$ cat src/rtl/mem_port_arbiter_pkg.sv
// mem_port_arbiter_pkg: shared state, owner and width codes for the RAM port arbiter.
package mem_port_arbiter_pkg;
  typedef enum logic [1:0] {IDLE, RD, WR, DONE} state_t;
  typedef enum logic [1:0] {OWN_NONE, OWN_IC, OWN_MEM} owner_t;
  localparam logic [1:0] W_BYTE = 2'b00;
  localparam logic [1:0] W_HALF = 2'b01;
  localparam logic [1:0] W_WORD = 2'b10;
  localparam logic Enable = 1'b1;
  localparam logic Disable = 1'b0;
  localparam logic [31:0] ZeroWord = 32'h0;
  function automatic logic [2:0] nbytes(input logic [1:0] w);
    return w == W_BYTE ? 3'd1 : w == W_HALF ? 3'd2 : 3'd4;
  endfunction
endpackage

$ cat src/rtl/mem_port_grant.sv
// mem_port_grant: picks the next RAM port owner; ARB_ROUNDROBIN_EN adds a last-grant register.
module mem_port_grant (
`ifdef ARB_ROUNDROBIN_EN
  input  logic clk,
  input  logic rst_n,
  input  logic take,
`endif
  input  logic req_ic,
  input  logic req_mem,
  output logic gnt_ic,
  output logic gnt_mem
);
`ifdef ARB_ROUNDROBIN_EN
  logic last_mem;
  always_ff @(posedge clk or negedge rst_n)
    if (!rst_n) last_mem <= 1'b0;
    else if (take && (req_ic || req_mem)) last_mem <= gnt_mem;
  assign gnt_mem = req_mem & (~req_ic | ~last_mem);
`else
  assign gnt_mem = req_mem;
`endif
  assign gnt_ic = req_ic & ~gnt_mem;
endmodule

$ cat src/rtl/mem_port_arbiter.sv
// mem_port_arbiter: serialises ICACHE fills and MEM loads/stores onto one byte-wide RAM port.
// Optional ARB_ROUNDROBIN_EN swaps fixed MEM priority for alternating priority.
module mem_port_arbiter
  import mem_port_arbiter_pkg::*;
#(
  parameter int ADDR_W = 17,
  parameter int WORD_BYTES = 4
) (
  input  logic              clk,
  input  logic              rst_n,
  input  logic              re_ICACHE_i,
  input  logic [31:0]       addr_ICACHE_i,
  output logic [31:0]       data_ICACHE_o,
  output logic              done_ICACHE_o,
  input  logic              re_MEM_i,
  input  logic              we_MEM_i,
  input  logic [31:0]       addr_MEM_i,
  input  logic [1:0]        width_MEM_i,
  input  logic [31:0]       data_MEM_i,
  output logic [31:0]       data_MEM_o,
  output logic              done_MEM_o,
  output logic [ADDR_W-1:0] ram_a_o,
  output logic [7:0]        ram_dout_o,
  output logic              ram_wr_o,
  input  logic [7:0]        ram_din_i,
  output logic              stall_STALLER_o
);
  state_t state;
  owner_t owner;
  logic [ADDR_W-1:0] base, req_a, nxt_a;
  logic [2:0] n, cnt;
  logic [1:0] rd_lane, wr_lane;
  logic [31:0] wdata, rbuf;
  logic gnt_ic, gnt_mem, unused_hi;
  mem_port_grant u_grant (
`ifdef ARB_ROUNDROBIN_EN
    .clk(clk),
    .rst_n(rst_n),
    .take(state == IDLE),
`endif
    .req_ic(re_ICACHE_i),
    .req_mem(re_MEM_i | we_MEM_i),
    .gnt_ic(gnt_ic),
    .gnt_mem(gnt_mem)
  );
  assign req_a = gnt_mem ? addr_MEM_i[ADDR_W-1:0] : addr_ICACHE_i[ADDR_W-1:0];
  assign nxt_a = base + ADDR_W'(cnt) + ADDR_W'(1);
  // read data for byte k arrives one cycle after its address, so capture lags by one
  assign rd_lane = cnt[1:0] - 2'd1;
  assign wr_lane = cnt[1:0] + 2'd1;
  assign unused_hi = &{1'b0, addr_ICACHE_i[31:ADDR_W], addr_MEM_i[31:ADDR_W]};
  assign data_ICACHE_o = done_ICACHE_o ? rbuf : ZeroWord;
  assign data_MEM_o = done_MEM_o ? rbuf : ZeroWord;
  assign stall_STALLER_o = (re_MEM_i | we_MEM_i) & ~done_MEM_o;
  always_ff @(posedge clk or negedge rst_n)
    if (!rst_n) begin
      state <= IDLE;
      owner <= OWN_NONE;
      base <= '0;
      n <= '0;
      cnt <= '0;
      wdata <= ZeroWord;
      rbuf <= ZeroWord;
      ram_a_o <= '0;
      ram_dout_o <= '0;
      ram_wr_o <= Disable;
      done_ICACHE_o <= Disable;
      done_MEM_o <= Disable;
    end else begin
      done_ICACHE_o <= Disable;
      done_MEM_o <= Disable;
      case (state)
        IDLE: if (gnt_ic || gnt_mem) begin
          owner <= gnt_mem ? OWN_MEM : OWN_IC;
          base <= req_a;
          ram_a_o <= req_a;
          n <= gnt_mem ? nbytes(width_MEM_i) : 3'(WORD_BYTES);
          wdata <= data_MEM_i;
          rbuf <= ZeroWord;
          cnt <= '0;
          ram_dout_o <= data_MEM_i[7:0];
          ram_wr_o <= gnt_mem & we_MEM_i;
          state <= (gnt_mem && we_MEM_i) ? WR : RD;
        end
        RD: begin
          if (cnt != 3'd0) rbuf[{rd_lane, 3'b000} +: 8] <= ram_din_i;
          if (cnt == n) begin
            state <= DONE;
            done_ICACHE_o <= owner == OWN_IC;
            done_MEM_o <= owner == OWN_MEM;
          end else begin
            if (cnt < n - 3'd1) ram_a_o <= nxt_a;
            cnt <= cnt + 3'd1;
          end
        end
        WR: if (cnt == n - 3'd1) begin
          state <= DONE;
          ram_wr_o <= Disable;
          done_MEM_o <= Enable;
        end else begin
          ram_a_o <= nxt_a;
          ram_dout_o <= wdata[{wr_lane, 3'b000} +: 8];
          cnt <= cnt + 3'd1;
        end
        DONE: begin
          state <= IDLE;
          owner <= OWN_NONE;
        end
        default: state <= IDLE;
      endcase
    end
endmodule

$ cat config.mk
export PLATFORM = sky130hd
export DESIGN_NAME = mem_port_arbiter
export DESIGN_NICKNAME = d
export VERILOG_FILES = /design/src/rtl/mem_port_arbiter_pkg.sv /design/src/rtl/mem_port_grant.sv /design/src/rtl/mem_port_arbiter.sv
export SDC_FILE = /design/constraint.sdc
export NUM_CORES = 1
export LEC_CHECK = 0
export ABC_AREA = 0
export CAP_MARGIN = 0
export CORE_UTILIZATION = 50
export DETAILED_ROUTE_END_ITERATION = 10
export PLACE_DENSITY = 0.86
export SYNTH_ARGS = -nofsm -noshare
export SYNTH_HDL_FRONTEND = slang
export SYNTH_SLANG_ARGS = --single-unit
export TNS_END_PERCENT = 1
$ cat constraint.sdc
create_clock -name clk -period 4.4 [get_ports clk]
set_clock_uncertainty 0.2 [all_clocks]
set_input_delay 0.88 -clock clk [delete_from_list [all_inputs] [get_ports clk]]
set_output_delay 0.88 -clock clk [all_outputs]
set_load 0.01 [all_outputs]
Word-level counts from Yosys, hierarchy flattened --
Index checks and enable logic that the tools add are counted.
Word-level totals: input port bits 111, bits in registers 119, output and inout bits 93
Operators by class: mux-type cells 38, reductions and logical operators 17, equality and inequality tests 15, shifts and indexed selects 3, $lt $le $gt $ge 1, bitwise operators 6, add/subtract/negate cells 7
Operator list (number):
- two-way mux 32 bit | 4
- two-way mux 17 bit | 5
- case mux 32 bit (2 select lines) | 1
- case mux 17 bit (3 select lines) | 1
- bitwise mux 32 bit | 1
- variable shift 8 x 7 -> 32 bit (first input constant) | 1
- variable part select 32 x 6 -> 8 bit | 1
- variable part select 8 x 7 -> 32 bit | 1
- two-way mux 3 bit | 6
- adder 17 x 1 -> 17 bit (second input constant) | 1
- adder 17 x 3 -> 17 bit | 1
- two-way mux 8 bit | 2
- case mux 8 bit (2 select lines) | 1
- != test 2 bit (second input constant) | 7
- two-way mux 2 bit | 6
- AND reduction 3 bit | 4
- case mux 3 bit (3 select lines) | 1
- case mux 2 bit (4 select lines) | 1
- negator 5 -> 7 bit | 1
- == test 2 x 1 -> 1 bit (second input constant) | 3
- == test 2 bit (second input constant) | 3
- == test 3 bit | 2
- two-way mux 1 bit | 6
- nonzero test 2 bit | 3
- other kinds (17) | 24

Depth between registers and ports, before layout --
Gate-level depths: netlist (run 1).
depth in word-level cells 6, depth in mapped cells 10

Hierarchy --
From an unflattened synthesis (run 1), not the netlist that was laid out.
Unflattened totals: cells, all modules 661, area, all modules 6299.8 sq um
By module, submodules not included:
- mem_port_arbiter | area an instance 6278.5 sq um, cells each 659, instances 1, sequential area each 2977.9 sq um
- mem_port_grant | area an instance 21.3 sq um, cells each 2, instances 1, sequential area each 0.0 sq um

Worst setup path after synthesis (run 1) --
Ideal clock, no wire load.
kind input to output, start point input we_MEM_i, end point output stall_STALLER_o, data arrival time 1.708 ns, cell stages on the path 3, path slack 1.612 ns, required time 3.320 ns, buffers on the path 1, cell sequence nor2_2 -> buf_2 -> nor2_1
Between the ends: cells in the longest elaborated chain, start to end 2
RTL lines:
- start, declared | line mem_port_arbiter.sv:16 | input logic we_MEM_i,
- bitwise OR 1 bit | line mem_port_arbiter.sv:54 | assign stall_STALLER_o = (re_MEM_i | we_MEM_i) & ~done_MEM_o;
- AND 1 bit | line mem_port_arbiter.sv:54
- end, declared | line mem_port_arbiter.sv:26 | output logic stall_STALLER_o
Every way passes these cells.

Worst setup path in the final report (run 1) --
start point register cnt[0], end point register ram_a_o[1]
Between the ends: cells in the longest elaborated chain, start to end 5, elaborated cells between the ends (all ways) 13, classes of those cells 2 x add/sub; 1 x order compare; 5 x eq/ne; 4 x mux; 1 x reduce/logical
RTL lines:
- start, declared | line mem_port_arbiter.sv:31 | logic [2:0] n, cnt;
- start signal, assigned | line mem_port_arbiter.sv:93 | cnt <= cnt + 3'd1;
- start signal, assigned | line mem_port_arbiter.sv:103 | cnt <= cnt + 3'd1;
- adder 17 x 3 -> 17 bit | line mem_port_arbiter.sv:47 | assign nxt_a = base + ADDR_W'(cnt) + ADDR_W'(1);
- adder 17 x 1 -> 17 bit | line mem_port_arbiter.sv:47
- two-way mux 17 bit | line mem_port_arbiter.sv:92 | if (cnt < n - 3'd1) ram_a_o <= nxt_a;
- two-way mux 17 bit | line mem_port_arbiter.sv:87 | if (cnt == n) begin
- case mux 17 bit (3 select lines) | line mem_port_arbiter.sv:72 | case (state)
- end signal, assigned | line mem_port_arbiter.sv:76 | ram_a_o <= req_a;
- end signal, assigned | line mem_port_arbiter.sv:92
- end signal, assigned | line mem_port_arbiter.sv:101 | ram_a_o <= nxt_a;
- end, declared | line mem_port_arbiter.sv:22 | output logic [ADDR_W-1:0] ram_a_o,
Several ways; a longest one is shown, not always the timed one. The select of a mux whose other input is x is not followed. A chain may end at the register's enable or synchronous reset.

==> flow_summary.toml, run 1 <==
[status]
status = "finished, final reports clean"

[worst_setup_path]
reg2regPathDepth = 8
start_kind = "flop"
critPathArrivalTime_ps = 3440
reg2reg_setup_slack_ps = 1060
r2r_start = "cnt[0]"
cp.required_ps = 4490
end_kind = "flop"
reg2reg_to = "ram_a_o[1]"
cp_max_fo = 14
path_class = "flop to flop"

[synthesis]
synth_top_family_by_area = "simple AND/OR/NAND/NOR gates"
postSynth.asyncResetShare_pct = 100
synthCells = 646
synth-edff-count = 0
synth-xor-area-share_pct = 1.52
ys_dominant_reg_cell = "dfrtp_1"
synthMuxAreaShare_pct = 12.0
yosysMostFrequentCell = "nand2_1"
synth_nets = 774
yosys-top-cells-area = "dfrtp_1, nand2_1, and2_1"
synth_top_area_share_pct = 47.1
synth-compound-area-share_pct = 11.2
yosys-top-cells-count = "nand2_1, dfrtp_1, and2_1"
synth_top_cell_by_area = "dfrtp_1"
synth_warnings = 0
synth.distinct_cells = 55
synthAdderAreaFrac_pct = 3.48
avgSynthCellArea_um2 = 9.79
synthSimpleGateAreaFrac_pct = 21.4
syn_area_um2 = 6320
ys_ff_latch = 119
seq_area_frac_synth_pct = 47.1

[grt]
grt_overflow = 0
grt_pass1_vias = 5665
antenna_found_initial = 0
grt_usage_pct = 27.6
grt_pass1_wl_um = 27800
grt_max_degree = 81

[min_path]
hold_end = "wdata[23]"
holdPathStages = 2
hold_path.startpoint = "wdata[23]"
min_path_type = "flop to flop"

[clock_network]
path_clk_slew_ps = 50
root_buffer = "clkbuf_16"
post_cts_resized = 0
cts_tree = "yes"
htreeDepth = 4
cts_sinks = 119
numCtsBuffers = 17
post_cts_buffers = 0
clk_latency_ps = 410
ctsHoldBuffers = 0
clk_path_buf_depth = 2

[drt]
viasPerCell = 5.66
wl_per_cell_um = 17.5
drt-pass1-iter-count = 5
drcViolationCount = 0
dr_total_vias = 5622
routed_wl_um = 17400
first_iter_violations = 328
ant_nets = 0

[finish]
antenna_cells = 0
fin_area_um2 = 8760
syn_to_final_growth_pct = 38.5
fin_util_pct = 72.0
drive_above_1_share_pct = 9.32
layout.nets = 941
final_cells = 994

[pwr]
peakVddDrop_v = 0.000347
p_leak_nw = 3.86
p_total_mw = 5.94
power.density_nw_per_um2 = 677

[floorplan]
die_x_um = 114
top_level_ports = 204
core_area_um2 = 12200
dieArea_um2 = 13100
initial_core_util_pct = 52.0
die_h_um = 114
rows = 40

[timing]
setup_viol_count_final = 0
whs_ps = 278
max_freq_mhz = 299
fin_setup_tns_ps = 0
rsz0062_at_grt = "false"
slew_violations = 0
final.min_clock_period_ps = 3340
worst_slew_pin_slew_ps = 1030
period_share_pct = 76.0
slew_headroom_pct = 31.3
finalHoldViolations = 0
setup_slack_ps = 1060

[place]
io_buffers = 173
dp_hpwl_um = 12300
globalplace.congestion = 0.915
pre_cts_slack_ps = 715
place_inst = 962
postPlaceCellArea_um2 = 8180

[flow_run]
drv_cap = 0
[critical path, cell delays in order (launching register included)]
cell,delay [ps]
dfrtp_1,320
buf_4,270
inv_1,210
ha_1,360
nand4_1,170
nand2_1,90
a211o_4,380
nor2_1,810
mux2_2,420
[sequential cells by signal, summed over array words and instances (netlist names)]
name / flops
owner: 2
done_MEM_o: 1
n: 3
ram_a_o: 17
ram_wr_o: 1
state: 2
rbuf: 32
cnt: 3
ram_dout_o: 8
wdata: 32
base: 17
done_ICACHE_o: 1
[worst max path at each step]
stage	from	end	slack, ps	depth (start not counted)
final	cnt[0]	ram_a_o[1]	1060	8
after global routing	cnt[0]	ram_a_o[6]	890	8
after CTS	cnt[0]	ram_a_o[1]	1070	8
after detailed placement	re_ICACHE_i	ram_a_o[12]	720	6
after global placement	re_ICACHE_i	ram_a_o[10]	780	6
after floorplan	we_MEM_i	stall_STALLER_o	1610	3
[area by class of cell]
cell class,instances,area [um2]
clock inverters,9,97.6
well taps,168,210
inverters,17,63.8
clock buffers,23,488
fillers,874,3400
multi-input cells,478,3140
repair buffers,180,1780
flip-flops and latches,119,2980
[cells in the final DEF (no fill, tap or decap), drive strengths merged, types with 8 or more instances in the layout]
cell type	instances
buf	8
ha	16
inv	16
mux2	21
clkbuf	23
o2bb2ai	8
o21ai	31
dfrtp	119
clkdlybuf4s50	172
a22o	9
nor3	9
mux4	8
nor2	36
mux2i	34
a32o	8
nand2	137
a21oi	23
and2	69
[where the power goes]
group          switching (mW)  total [mW]  leakage (nW)  internal (mW)
logic                    1.48        2.70          2.07           1.22
clock network           0.477        1.36         0.292          0.887
registers               0.338        1.87          1.49           1.53
[layer usage]
metal | routed length (um) | track usage [%] | vias to the layer above
met3 | 1180 | 6.09 | 48
met5 | 0 | 0 | -
met1 | 6740 | 32.0 | 2753
li1 | - | - | 2556
met4 | 561 | 12.9 | 0
met2 | 8880 | 48.6 | 265
[kinds of logic (layout without fill, tap and decap cells)]
logic type,count (synthesis),count (layout)
xor+xnor,11,11
fa+ha+maj,17,17
mux,63,63
compound gates,104,104
simple gates,283,283
flops,119,119
buf+inv,49,229
No activity file was read; power rests on OpenSTA's default activity.
==> run 2, diff against run 1 <==
--- a/config.mk
+++ b/config.mk
@@ -7,9 +7,9 @@
 export LEC_CHECK = 0
 export ABC_AREA = 0
 export CAP_MARGIN = 0
-export CORE_UTILIZATION = 50
+export CORE_UTILIZATION = 42
 export DETAILED_ROUTE_END_ITERATION = 10
-export PLACE_DENSITY = 0.86
+export PLACE_DENSITY = 0.77
 export SYNTH_ARGS = -nofsm -noshare
 export SYNTH_HDL_FRONTEND = slang
 export SYNTH_SLANG_ARGS = --single-unit
==> constraint.sdc (replaced) <==
create_clock -name clk -period 2.88 [get_ports clk]
set_clock_uncertainty 0.2 [all_clocks]
set_input_delay 0.576 -clock clk [delete_from_list [all_inputs] [get_ports clk]]
set_output_delay 0.576 -clock clk [all_outputs]
set_load 0.01 [all_outputs]
==> run 2 against run 1 <==
Worst hold slack got worse by 7.0 ps. Core utilization fell by 10 points. Critical path type unchanged. Power rose by 54%.
==> flow_summary.toml, run 2 (synthesis results as in run 1) <==
[status]
status = "finished, final reports clean"

[grt]
grt_overflow = 0
grt_pass1_vias = 5457
grt_max_degree = 55
grt_pass1_wl_um = 27100
antenna_found_initial = 0
grt_usage_pct = 22.1

[timing]
slew_headroom_pct = 58.7
fin_setup_tns_ps = 0
worst_slew_pin_slew_ps = 618
max_freq_mhz = 361
setup_viol_count_final = 0
whs_ps = 271
finalHoldViolations = 0
setup_slack_ps = 114
final.min_clock_period_ps = 2770
slew_violations = 0
period_share_pct = 96.1

[clock_network]
clk_latency_ps = 420
cts_tree = "yes"
htreeDepth = 4
cts_sinks = 119
root_buffer = "clkbuf_16"
path_clk_slew_ps = 60
numCtsBuffers = 17
clk_path_buf_depth = 2

[floorplan]
top_level_ports = 204
rows = 44
die_h_um = 125
dieArea_um2 = 15600
core_area_um2 = 14600
initial_core_util_pct = 43.3
die_x_um = 125

[finish]
antenna_cells = 0
syn_to_final_growth_pct = 42.6
drive_above_1_share_pct = 12.2
layout.nets = 966
final_cell_mix = "clkdlybuf4s50_1, nand2_1, dfrtp_1"
final_common_cell = "clkdlybuf4s50_1"
reg_top3 = "rbuf x32, wdata x32"
nFillCells = 1238

[pwr]
p_leak_nw = 3.99
peakVddDrop_v = 0.000618
power.density_nw_per_um2 = 1010
p_total_mw = 9.14

[worst_setup_path]
path_class = "flop to flop"
crit_start = "n[1]"
start_kind = "flop"
cp.required_ps = 2990
cp_max_fo = 13
r2r_start = "n[1]"
end_kind = "flop"
critPathArrivalTime_ps = 2870

[drt]
viasPerCell = 5.17
drcViolationCount = 0
ant_nets = 0
dr_total_vias = 5345
drt-pass1-iter-count = 7
routed_wl_um = 16200
first_iter_violations = 368
wl_per_cell_um = 15.6

[place]
pre_cts_slack_ps = -331
io_buffers = 173
dp_hpwl_um = 11900
globalplace.congestion = 0.844

[flow_run]
drv_cap = 0

[min_path]
min_path_type = "flop to flop"
hold_path.startpoint = "wdata[24]"
## run 2: worst max-delay path, cell delays in order (launching register included)
cell and delay (ps):
dfrtp_1 360, inv_1 60, ha_1 180, xnor2_1 200, ha_1 290, nand4_1 140, nand2_1 80, a211o_4 320
buf_4 180, or2_4 290, o41ai_2 350
## run 2: area by class of cell
class / instances / area [um2] / area share [%]
multi-input combinational: 478 / 3160 / 35.0
sequential: 119 / 2980 / 33.0
timing repair buffer: 205 / 2000 / 22.1
clock buffer: 20 / 467 / 5.17
tap: 184 / 230 / 2.55
clock inverter: 11 / 124 / 1.37
inverter: 17 / 63.8 / 0.707
## run 2: per-layer routing
metal	part of all wire (%)	GRT usage, %	vias up
met5	0	0	-
met4	1.7	7.65	0
met1	42	26.5	2527
met3	6.7	6.49	22
met2	50	37.6	197
li1	-	-	2599
## run 2: repair_timing
item | in CTS | in global routing
gates resized for setup | 3 | 2
cloned | 0 | 0
setup endpoints to repair | 11 | 2
hold endpoints to repair | 23 | 0
buffers inserted | 0 | 0
hold buffers | 1 | 0
## run 2: where the power goes
part	internal (mW)	leakage [nW]	switching, mW
Clock	1.33	0.284	0.752
Sequential	2.34	1.49	0.457
Combinational	2.01	2.22	2.24
## run 2: through the flow
step | cells | util (%) | area, um2
final | 1034 | 61.8 | 9020
after global routing | 1034 | 61.8 | 9020
after CTS | 1034 | 61.7 | 9010
after detailed placement | 1002 | 57.6 | 8400
after global placement | 1002 | 57.6 | 8400
after floorplan | 646 | - | 6320
## run 2: final timing paths
| kind | to | slack, ps | cells after the start |
|---|---|---|---|
| min | wdata[24] | 270 | 2 |
| min in group asynchronous | wdata[22] | 410 | 2 |
| max reg2reg | ram_a_o[14] | 110 | 10 |
| max in group asynchronous | base[16] | 1440 | 3 |
| max | ram_a_o[14] | 110 | 10 |
| min reg2reg | wdata[24] | 270 | 2 |
==> run 3, diff against run 2 <==
--- a/config.mk
+++ b/config.mk
@@ -8,6 +8,7 @@
 export ABC_AREA = 0
 export CAP_MARGIN = 0
 export CORE_UTILIZATION = 42
+export CTS_CLUSTER_DIAMETER = 150
 export DETAILED_ROUTE_END_ITERATION = 10
 export PLACE_DENSITY = 0.77
 export SYNTH_ARGS = -nofsm -noshare
==> results of run 3 <==
The final DEF is identical to that of run 2; final timing and power are the same.
